[src/rtl/uart_tx_feeder.sv]
`timescale 1ns/1ps
// -----------------------------------------------------------------------------
// uart_tx_feeder
//
// Byte FIFO and launch sequencer sitting directly in front of the byte-wide
// UART transmitter. Producers push bytes at clock rate; the block buffers them
// in a circular buffer and hands them to the transmitter one at a time using
// the trmt / tx_data / tx_done handshake, back to back, with no producer
// involvement. A push into a full FIFO is dropped and flagged on a sticky ovfl.
//
// Parameters
//   DEPTH     FIFO entries, power of two, 2..256
//
// Ports
//   clk       system clock, all logic on the rising edge
//   rst_n     asynchronous active-low reset (also resets the transmitter)
//   wr_en     push wr_data this cycle
//   wr_data   byte to enqueue
//   full      FIFO holds DEPTH entries
//   empty     FIFO holds no entries
//   count     current occupancy, 0..DEPTH
//   ovfl      sticky flag: a push was attempted while full
//   clr_ovfl  synchronous clear of ovfl (a same-cycle overflow wins)
//   trmt      one-cycle launch strobe to the transmitter
//   tx_data   registered byte presented to the transmitter
//   tx_done   transmitter level flag; rises at frame end, clears on trmt
//   busy      sequencer not idle, or bytes still queued
// -----------------------------------------------------------------------------
module uart_tx_feeder #(
    parameter int DEPTH = 8
) (
    input  logic                    clk,
    input  logic                    rst_n,
    input  logic                    wr_en,
    input  logic [7:0]              wr_data,
    output logic                    full,
    output logic                    empty,
    output logic [$clog2(DEPTH):0]  count,
    output logic                    ovfl,
    input  logic                    clr_ovfl,
    output logic                    trmt,
    output logic [7:0]              tx_data,
    input  logic                    tx_done,
    output logic                    busy
);

    localparam int AW = $clog2(DEPTH);
    localparam int CW = AW + 1;

    localparam logic [CW-1:0] CNT_FULL = CW'(DEPTH);
    localparam logic [CW-1:0] CNT_ZERO = '0;
    localparam logic [CW-1:0] CNT_ONE  = CW'(1);
    localparam logic [AW-1:0] PTR_ONE  = AW'(1);

    typedef enum logic [1:0] {
        S_IDLE   = 2'd0,
        S_LAUNCH = 2'd1,
        S_WAIT   = 2'd2
    } state_t;

    // Sequencer state
    state_t         state_q, state_d;

    // FIFO bookkeeping
    logic [AW-1:0]  wr_ptr_q, wr_ptr_d;
    logic [AW-1:0]  rd_ptr_q, rd_ptr_d;
    logic [CW-1:0]  count_q,  count_d;
    logic           ovfl_q,   ovfl_d;

    // Transmitter-facing registers
    logic [7:0]     tx_data_q, tx_data_d;
    logic           tx_done_q, tx_done_d;

    // Storage
    logic [7:0]     mem [DEPTH];

    // Decodes
    logic           full_w;
    logic           empty_w;
    logic           push;
    logic           pop;
    logic           done_rise;

    // -------------------------------------------------------------------------
    // Status decodes, all from registered count so a pop in the same cycle
    // never lets a push into a full buffer.
    // -------------------------------------------------------------------------
    assign full_w    = (count_q == CNT_FULL);
    assign empty_w   = (count_q == CNT_ZERO);
    assign push      = wr_en && !full_w;

    // Completion is only the rising edge of the level flag; a transmitter that
    // leaves tx_done high must not be seen as a stream of completions.
    assign done_rise = tx_done && !tx_done_q;
    assign tx_done_d = tx_done;

    // -------------------------------------------------------------------------
    // Sequencer next state. Pops happen only here, so there is no bypass from
    // wr_data to tx_data: every byte goes through storage.
    // -------------------------------------------------------------------------
    // NOTE: every variable written in an always_comb gets a default at the top;
    // a path that leaves one unassigned would infer a latch.
    always_comb begin
        state_d = state_q;
        pop     = 1'b0;
        case (state_q)
            S_IDLE: begin
                if (!empty_w) begin
                    pop     = 1'b1;
                    state_d = S_LAUNCH;
                end
            end
            S_LAUNCH: begin
                state_d = S_WAIT;
            end
            S_WAIT: begin
                if (done_rise) begin
                    if (!empty_w) begin
                        pop     = 1'b1;
                        state_d = S_LAUNCH;
                    end else begin
                        state_d = S_IDLE;
                    end
                end
            end
            default: begin
                state_d = S_IDLE;
            end
        endcase
    end

    // -------------------------------------------------------------------------
    // FIFO pointers, occupancy, overflow flag and output byte.
    // -------------------------------------------------------------------------
    always_comb begin
        wr_ptr_d  = wr_ptr_q;
        rd_ptr_d  = rd_ptr_q;
        count_d   = count_q;
        ovfl_d    = ovfl_q;
        tx_data_d = tx_data_q;

        // Pointers wrap naturally since DEPTH is a power of two.
        if (push) begin
            wr_ptr_d = wr_ptr_q + PTR_ONE;
        end

        if (pop) begin
            rd_ptr_d  = rd_ptr_q + PTR_ONE;
            tx_data_d = mem[rd_ptr_q];
        end

        // Simultaneous push and pop leaves occupancy unchanged.
        case ({push, pop})
            2'b10:   count_d = count_q + CNT_ONE;
            2'b01:   count_d = count_q - CNT_ONE;
            default: count_d = count_q;
        endcase

        // A dropped push sets the flag even if clr_ovfl is asserted with it.
        if (wr_en && full_w) begin
            ovfl_d = 1'b1;
        end else if (clr_ovfl) begin
            ovfl_d = 1'b0;
        end
    end

    // -------------------------------------------------------------------------
    // Storage array.
    // -------------------------------------------------------------------------
    // NOTE: the byte array is deliberately left out of reset; only pointers and
    // count define which entries are valid, and a resettable array would turn
    // a simple RAM into DEPTH x 8 reset flops.
    always_ff @(posedge clk) begin
        if (push) begin
            mem[wr_ptr_q] <= wr_data;
        end
    end

    // -------------------------------------------------------------------------
    // State registers.
    // -------------------------------------------------------------------------
    // NOTE: sequential state uses non-blocking assignments so every flop
    // samples the pre-edge values regardless of statement order.
    always_ff @(posedge clk or negedge rst_n) begin
        if (!rst_n) begin
            state_q   <= S_IDLE;
            wr_ptr_q  <= '0;
            rd_ptr_q  <= '0;
            count_q   <= '0;
            ovfl_q    <= 1'b0;
            tx_data_q <= 8'h00;
            tx_done_q <= 1'b0;
        end else begin
            state_q   <= state_d;
            wr_ptr_q  <= wr_ptr_d;
            rd_ptr_q  <= rd_ptr_d;
            count_q   <= count_d;
            ovfl_q    <= ovfl_d;
            tx_data_q <= tx_data_d;
            tx_done_q <= tx_done_d;
        end
    end

    // -------------------------------------------------------------------------
    // Outputs. trmt is a pure decode of the state register, so it carries no
    // combinational path from any input.
    // -------------------------------------------------------------------------
    assign trmt    = (state_q == S_LAUNCH);
    assign tx_data = tx_data_q;
    assign full    = full_w;
    assign empty   = empty_w;
    assign count   = count_q;
    assign ovfl    = ovfl_q;
    assign busy    = (state_q != S_IDLE) || !empty_w;

    // -------------------------------------------------------------------------
    // Structural invariants.
    // -------------------------------------------------------------------------
    a_trmt_single: assert property (@(posedge clk) disable iff (!rst_n)
        trmt |=> !trmt);

    a_count_range: assert property (@(posedge clk) disable iff (!rst_n)
        count_q <= CNT_FULL);

endmodule

[config.mk]
export PLATFORM = sky130hd
export DESIGN_NAME = uart_tx_feeder
export DESIGN_NICKNAME = d
export VERILOG_FILES = /design/src/rtl/uart_tx_feeder.sv
export SDC_FILE = /design/constraint.sdc
export NUM_CORES = 1
export LEC_CHECK = 0
export ABC_AREA = 1
export CORE_MARGIN = 2
export CORE_UTILIZATION = 60
export DETAILED_ROUTE_END_ITERATION = 12
export DONT_BUFFER_PORTS = 1
export GPL_TIMING_DRIVEN = 0
export PLACE_DENSITY = 0.8
export SLEW_MARGIN = 20
export SYNTH_ARGS = -nofsm -noshare
export SYNTH_HDL_FRONTEND = slang
export SYNTH_SLANG_ARGS = --single-unit
[constraint.sdc]
create_clock -name clk -period 3.53 [get_ports clk]
set_input_delay 0.706 -clock clk [delete_from_list [all_inputs] [get_ports clk]]
set_output_delay 0.706 -clock clk [all_outputs]
set_load 0.1 [all_outputs]
# After elaboration in Yosys (flattened, before gate mapping)
# Memories as Yosys holds them, arrays and structs flattened. A register that Yosys moved wholly into a read port is not among the register bits.
# Cells that the tools add are included.
[word_totals] ff_bits=14 mem_bits_rw=64 input_bits=13 out_inout_bits=17 word_cells=44 mem_count=1
[classes] n_addsub=4 eq_ne=7 n_mux=12 n_reduce_logical=14
[mem_list] name="mem" depth=8 width=8 read_ports=1 rd_ports_with_merged_regs=1 wr=1 line="75" text="logic [7:0] mem [DEPTH];"
[op_table] op="case mux 4 bit (2 select lines)" n=1
[op_table] op="2-to-1 mux 1 bit" n=7
[op_table] op="adder 3 x 1 -> 3 bit, second input constant" n=2
[op_table] op="case mux 2 bit (3 select lines)" n=1
[op_table] op="nonzero test 2 bit" n=3
[op_table] op="adder 4 x 1 -> 4 bit, second input constant" n=1
[op_table] op="== test 2 x 1 -> 1 bit, second input constant" n=2
[op_table] op="== test 2 bit, second input constant" n=2
[op_table] op="== test 4 bit, second input constant" n=1
[op_table] op="zero test 1 bit" n=4
[op_table] op="zero test 4 bit" n=1
[op_table] op="2-to-1 mux 2 bit" n=2
[op_table] op="inequality test 2 bit, second input constant" n=2
[op_table] op="subtractor 4 x 1 -> 4 bit, second input constant" n=1
[op_table] op="logical AND 1 bit" n=3
[op_table] op="zero test 2 bit" n=1
[op_table] op="case mux 1 bit (2 select lines)" n=1
[op_table] op="AND reduction 2 bit" n=1
[op_table] op="logical OR 1 bit" n=1

# Longest topological paths before layout
# Gate-level depths: netlist of run 1.
[depth] depth_word=6 depth_mapped=15 depth_no_buf=14

# Least setup slack after synthesis of run 1
# OpenSTA, ideal clock, no wires.
[synth_path] kind="flip-flop to output port" from="reg count_q[3] (netlist: count[3])" to="out full" arrival_ns=2.461 required_ns=2.824 path_slack_ns=0.363 stages_incl_launch_ff=3 path_cell_list="dfrtp_1 -> inv_2 -> nor2_1"
[synth_via] elab_chain_cells=1
[synth_rtl] item="start: declaration" line="67" text="logic [CW-1:0] count_q, count_d;"
[synth_rtl] item="start signal: assignment" line="197" text="count_q <= count_d;"
[synth_rtl] item="== test 4 bit" line="88" text="assign full_w = (count_q == CNT_FULL);"
[synth_rtl] item="end: declaration" line="36" text="output logic full,"
# No other way between the ends.

# Worst setup path in the final report of run 1
[layout_path] from="reg count_q[0] (netlist: count[0])" to="out busy"
[layout_via] elab_chain_cells=3
[layout_rtl] item="zero test 4 bit" line="89" text="assign empty_w = (count_q == CNT_ZERO);"
[layout_rtl] item="net empty" line="37" text="output logic empty,"
[layout_rtl] item="zero test 1 bit" line="214" text="assign busy = (state_q != S_IDLE) || !empty_w;"
[layout_rtl] item="logical OR 1 bit" line="214"
[layout_rtl] item="end: declaration" line="44" text="output logic busy"
# The timed path passes the listed nets, and every way through them passes these cells.

==> flow_metrics.tcl, run 1 <==
set metrics [dict create \
    gp_congestion 0.867 \
    fin_crit_ns 3.40 \
    dp.final_hpwl_um 5050 \
    final.setup.tns_ns 0 \
    fin_area_um2 4190 \
    critPathMaxStageDelay_ns 0.78 \
    gr-total-overflow 0 \
    coreArea_um2 6280 \
    path_delay_family "simple AND/OR/NAND/NOR gates" \
    clkSinkCount 86 \
    timing.hold.ws_ns 0.0361 \
    synth_warnings 0 \
    synth_nets 394 \
    postPlaceCellArea_um2 4000 \
    drive_above_1_share_pct 15.3 \
    detail_route.iter0.violations 291 \
    antenna_found_initial 0 \
    fin_crit_sh_pct 96.4 \
    synth-xor-area-share_pct 1.14 \
    diodes 0 \
    grt_pass1_vias 2433 \
    synth-compound-area-share_pct 1.14 \
    synth_top_cell_area_share_pct 49.8 \
    synth.area.mux_share_pct 0 \
    synth-seq-cells 86 \
    yosysMostFrequentCell "nand2_1" \
    grt_max_degree 23 \
    dieWidth_um 84.2 \
    hold_violations 0 \
    root_buffer "clkbuf_8" \
    io_buffers 0 \
    clockBufferDepth 2 \
    yosysTopAreaCell "edfxtp_1" \
    vias 2548 \
    cp-end-kind "primary output" \
    async_reset_ff_share_pct 25.6 \
    ys_types 26 \
    grt_setup_unrepaired "no" \
    wl_per_cell_um 15.6 \
    start_util_pct 61.4 \
    yosysSeqAreaShare_pct 64.1 \
    critPathRequiredTime_ns 2.82 \
    startpoint_type "register" \
    setup_violations 0 \
    finClkSkew_ns 0.00789 \
    status "finished, final reports clean" \
    synthToLayoutAreaGrowth_pct 8.70 \
    ys_top_cells_by_count "122 x nand2_1, 64 x edfxtp_1, 57 x inv_1" \
    ant_nets 0 \
    clk_latency_ns 0.35 \
    ios 30 \
    synth_area_leaders "edfxtp_1 50%, dfrtp_1 14%, nand2_1 12%, inv_1 5.5%, nand3_1 5.5%" \
    crit_buf_inv 1 \
    dieArea_um2 7080 \
    fmax_ghz 0.294 \
    critPathSlowestCell "dfrtp_1" \
    fin_nets 407 \
    synth-adder-area-share_pct 2.14 \
    yosys.area_share.simple_pct 23.0 \
    first_pass_iters 5 \
    cap_violations 0 \
    path_class "reg2out" \
    synth_edf_count 64 \
    slew-limit-headroom_pct 29.2 \
    drt-total-wl_um 7350 \
    arrival_ns 2.70 \
    cts_buffers 9 \
    cp_max_fo 4 \
    drv_slew 0 \
    synth.avg_cell_area_um2 10.3 \
    vias_per_cell 5.42 \
    die_height_um 84.2 \
    tightest_slew_ns 1.06 \
    grt_pass1_wl_um 11800 \
    hold_class "in2async" \
    core.rowCount 29 \
    cts_tree "built" \
    post-route-drc-count 0 \
    netlist_instances 375 \
    htreeDepth 3 \
    holdBufCountCts 0 \
    globalRouteTotalUtil_pct 22.2 \
    synth-main-ff-cell "edfxtp_1" \
    crit_chain "inv_2 -> nand3_4 -> nor2_4 -> nand2_2" \
    synth_top_family_by_area "simple AND/OR/NAND/NOR gates" \
    clk_pin_slew_worst_paths_ns 0.09 \
    synth_area_um2 3860 \
]
==> registers in the layout, summed over array words and instances, names as in the netlist <==
| signal | count |
|---|---|
| count | 4 |
| mem | 64 |
| ovfl | 1 |
| rd_ptr_q | 3 |
| state_q | 2 |
| tx_data | 8 |
| tx_done_q | 1 |
| wr_ptr_q | 3 |
==> layout by cell type, fill, tap and decap left out, types with 4 or more instances in the layout <==
cell        n
buf_4       4
inv_1      57
nand2_1   121
ha_1        5
inv_2       5
nand3_1    42
o21ai_0     5
buf_2       8
nand3_2     9
dfrtp_1    22
nor3_2      8
clkbuf_8    9
nor2_1      4
edfxtp_1   64
==> final cells by class <==
class	count	area, um2
clock inverters	7	48.8
well taps	77	96.3
fillers	463	2090
multi-input cells	212	1110
inverters	64	240
repair buffers	2	18.8
flip-flops and latches	86	2470
plain buffers	13	85.1
clock buffers	9	124
==> routing by layer <==
metal  GRT usage (%)  wire length, um  up-vias
met5               0                0        -
met4            11.4              130        0
met3            4.13              640       10
met2            35.4             3530      119
met1            29.2             3050     1197
li1                -                -     1222
==> per-stage QoR <==
stage	setup slack, ns	utilization, %	cells
6_report	0.126	66.8	470
5_1_grt	0.0310	66.8	470
4_1_cts	0.109	66.5	470
3_5_place_dp	0.269	63.7	454
3_3_place_gp	0.287	63.0	452
2_1_floorplan	0.363	-	375
==> path summary, 6_finish.rpt <==
path	from	end	slack (ns)	cells past startpoint
worst min register to register	state_q[0]	state_q[1]	0.48	1
max in group asynchronous	rst_n	wr_ptr_q[0]	3.41	0
worst min-delay path	rst_n	tx_data[5]	0.04	0
min in group clk	tx_done	tx_done_q	0.37	0
worst max register to register	count[0]	count[3]	0.31	13
worst max-delay path	count[0]	busy	0.13	4
==> kinds of logic (layout without fill, tap and decap cells) <==
group,count (synthesis),after routing
simple gates,193,193
flops,86,86
buf+inv,77,95
compound gates,8,8
fa+ha+maj,6,6
xor+xnor,5,5
==> repair_timing <==
action | 4_1_cts | 5_1_grt
buffers inserted | 0 | 0
setup endpoints to repair | 1 | 0
hold endpoints to repair | 0 | 0
gates resized for setup | 1 | 0
Power of run 1 is left out: the tool's default activity adds up to more than one toggle a clock period on the data nets, which glitch-free logic cannot reach.
==> inputs of run 2 (changes only) <==
Settings changed: ABC_AREA 1 to unset, CTS_BUF_LIST set to sky130_fd_sc_hd__clkbuf_4.
==> run 2 against run 1 <==
Worst hold slack improved by 0.19 ns; clock skew rose by 0.0071 ns; wire length fell by 17%; maximum frequency rose by 5.2%; worst setup slack improved by 0.17 ns; die area fell by 9.0%; global-route usage fell by 0.060 points; non-clock buffer count fell by 1; via count fell by 31%.
==> flow_metrics.tcl, run 2 <==
set metrics [dict create \
    cpMostUsedCell "ha_1" \
    ys_top_cells_by_count "64 x edfxtp_1, 22 x dfrtp_1, 16 x mux4_2" \
    clk_latency_ns 0.42 \
    core.rowCount 27 \
    final.setup.tns_ns 0 \
    die_height_um 80.3 \
    yosysMostFrequentCell "edfxtp_1" \
    arrival_ns 3.53 \
    grt_setup_unrepaired "no" \
    postCtsSetupBuffers 0 \
    fmax_ghz 0.309 \
    startpoint_type "register" \
    drv_slew 0 \
    ys_types 31 \
    num-fill-cells 356 \
    cp_max_fo 10 \
    diodes 0 \
    rrSetupSlack_ns 0.29 \
    fin_nets 236 \
    synth.area.mux_share_pct 13.3 \
    synthToLayoutAreaGrowth_pct 10.1 \
    critPathSlowestCell "dfrtp_2" \
    globalRouteTotalUtil_pct 22.1 \
    seq_area_um2 2480 \
    rr_worst_depth 9 \
    path_class "reg2reg" \
    yosysSeqAreaShare_pct 70.8 \
    grt_pass1_vias 1882 \
    clockBufferDepth 2 \
    clk_pin_slew_worst_paths_ns 0.12 \
    post-route-drc-count 0 \
    cap_violations 0 \
    synth_nets 219 \
    ios 30 \
    yosysTopAreaCell "edfxtp_1" \
    synth.avg_cell_area_um2 17.5 \
    synth_top_family_by_area "multiplexers" \
    holdBufCountCts 1 \
    fin_crit_sh_pct 91.7 \
    synth_top_cell_area_share_pct 55.1 \
    fin_crit_ns 3.24 \
    synth_warnings 0 \
    coreArea_um2 5570 \
    synth_edf_count 64 \
    yosys.area_share.simple_pct 6.67 \
    status "finished, final reports clean" \
    critPathRequiredTime_ns 3.83 \
    critPathMaxStageDelay_ns 0.78 \
    slew-limit-headroom_pct 38.4 \
    io_buffers 0 \
    synth_area_um2 3490 \
    tightest_slew_ns 0.924 \
    setup_violations 0 \
    gp_congestion 0.757 \
    hold_violations 0 \
    htreeDepth 3 \
    root_buffer "clkbuf_4" \
    grt_pass1_wl_um 9850 \
    synth-main-ff-cell "edfxtp_1" \
    detail_route.iter0.violations 109 \
    first_pass_iters 4 \
    synth-seq-cells 86 \
    synth-xor-area-share_pct 1.25 \
    antenna_found_initial 0 \
    synth_area_leaders "edfxtp_1 55%, dfrtp_1 16%, mux4_2 10%, mux2i_1 2.6%, ha_1 1.8%" \
    dieWidth_um 80.3 \
    final_common_cell "edfxtp_1" \
    clkSinkCount 86 \
    wl_per_cell_um 20.9 \
    top_register "mem" \
    dieArea_um2 6440 \
    final_cell_mix "64 x edfxtp_1, 18 x dfrtp_1, 16 x mux4_2" \
    synth-adder-area-share_pct 2.37 \
    gr-total-overflow 0 \
    cts-resized-gates 0 \
    vias 1762 \
    vias_per_cell 5.99 \
    grt_max_degree 23 \
    drt-total-wl_um 6130 \
    netlist_instances 200 \
    finClkSkew_ns 0.0149 \
    async_reset_ff_share_pct 25.6 \
    cp-end-kind "register" \
    cts_tree "built" \
    hold_class "in2async" \
    synth-compound-area-share_pct 2.90 \
    multi_input_comb_area_um2 950 \
    drive_above_1_share_pct 25.2 \
    largest_register_ffs 64 \
    crit_chain "nor4_4 -> buf_6 -> a211oi_2 -> buf_2 -> ha_1 -> ha_1 -> a21oi_1 -> o21ai_0 -> o311ai_0" \
    ant_nets 0 \
    dp.final_hpwl_um 4190 \
    start_util_pct 62.6 \
    cts_buffers 9 \
]
## run 2: logic make-up (layout without fill, tap and decap cells)
group	after synthesis	count (layout)
and+or+nand+nor	45	45
muxes	26	26
xor gates and xnor gates	5	5
adders and majority gates	6	6
DFF	86	86
AOI/OAI and AO/OA	17	17
buffers and inverters	15	37
## run 2: final cells by class
class	count	share of cell area, %
sequential	86	64.4
inverter	7	0.683
buffer	8	1.72
multi-input combinational	99	24.7
clock inverter	6	1.82
timing repair buffer	6	2.34
clock buffer	10	1.95
tap	72	2.34
## run 2: metal layers
| layer | vias up | GRT usage, % | share of wire, % |
|---|---|---|---|
| met2 | 65 | 36.7 | 53 |
| met1 | 897 | 27.5 | 38 |
| li1 | 793 | - | - |
| met4 | 0 | 9.15 | 1.4 |
| met5 | - | 0 | 0 |
| met3 | 7 | 6.29 | 7.6 |
## run 2: worst paths after layout
check	startpoint	to
setup / recovery	count[2]	count[3]
hold / removal	rst_n	state_q[1]
setup reg to reg	count[2]	count[3]
hold reg to reg	state_q[0]	state_q[0]
max in group asynchronous	rst_n	count[3]
min in group clk	tx_done	tx_done_q
## run 2: worst max-delay path: cells and delay by family (launching register included)
| family | cells | cell delay, ns |
|---|---|---|
| compound gates | 4 | 1.05 |
| fa+ha+maj | 2 | 0.66 |
| buf+inv | 2 | 0.47 |
| flops | 1 | 0.78 |
| simple gates | 1 | 0.15 |
## run 2: per-stage QoR
step                hold slack [ns]  setup slack, ns  instances  util, %  instance area (um2)
finish                        0.231            0.295        294     69.0                 3840
floorplan                     0.410           0.0250        200        -                 3510
detailed placement            0.411            0.283        277     66.3                 3690
global placement              0.411           -0.144        272     64.5                 3600
CTS                           0.265            0.255        294     69.1                 3850
global route                  0.237            0.108        294     69.0                 3840
Power of run 2 is left out for the same reason.
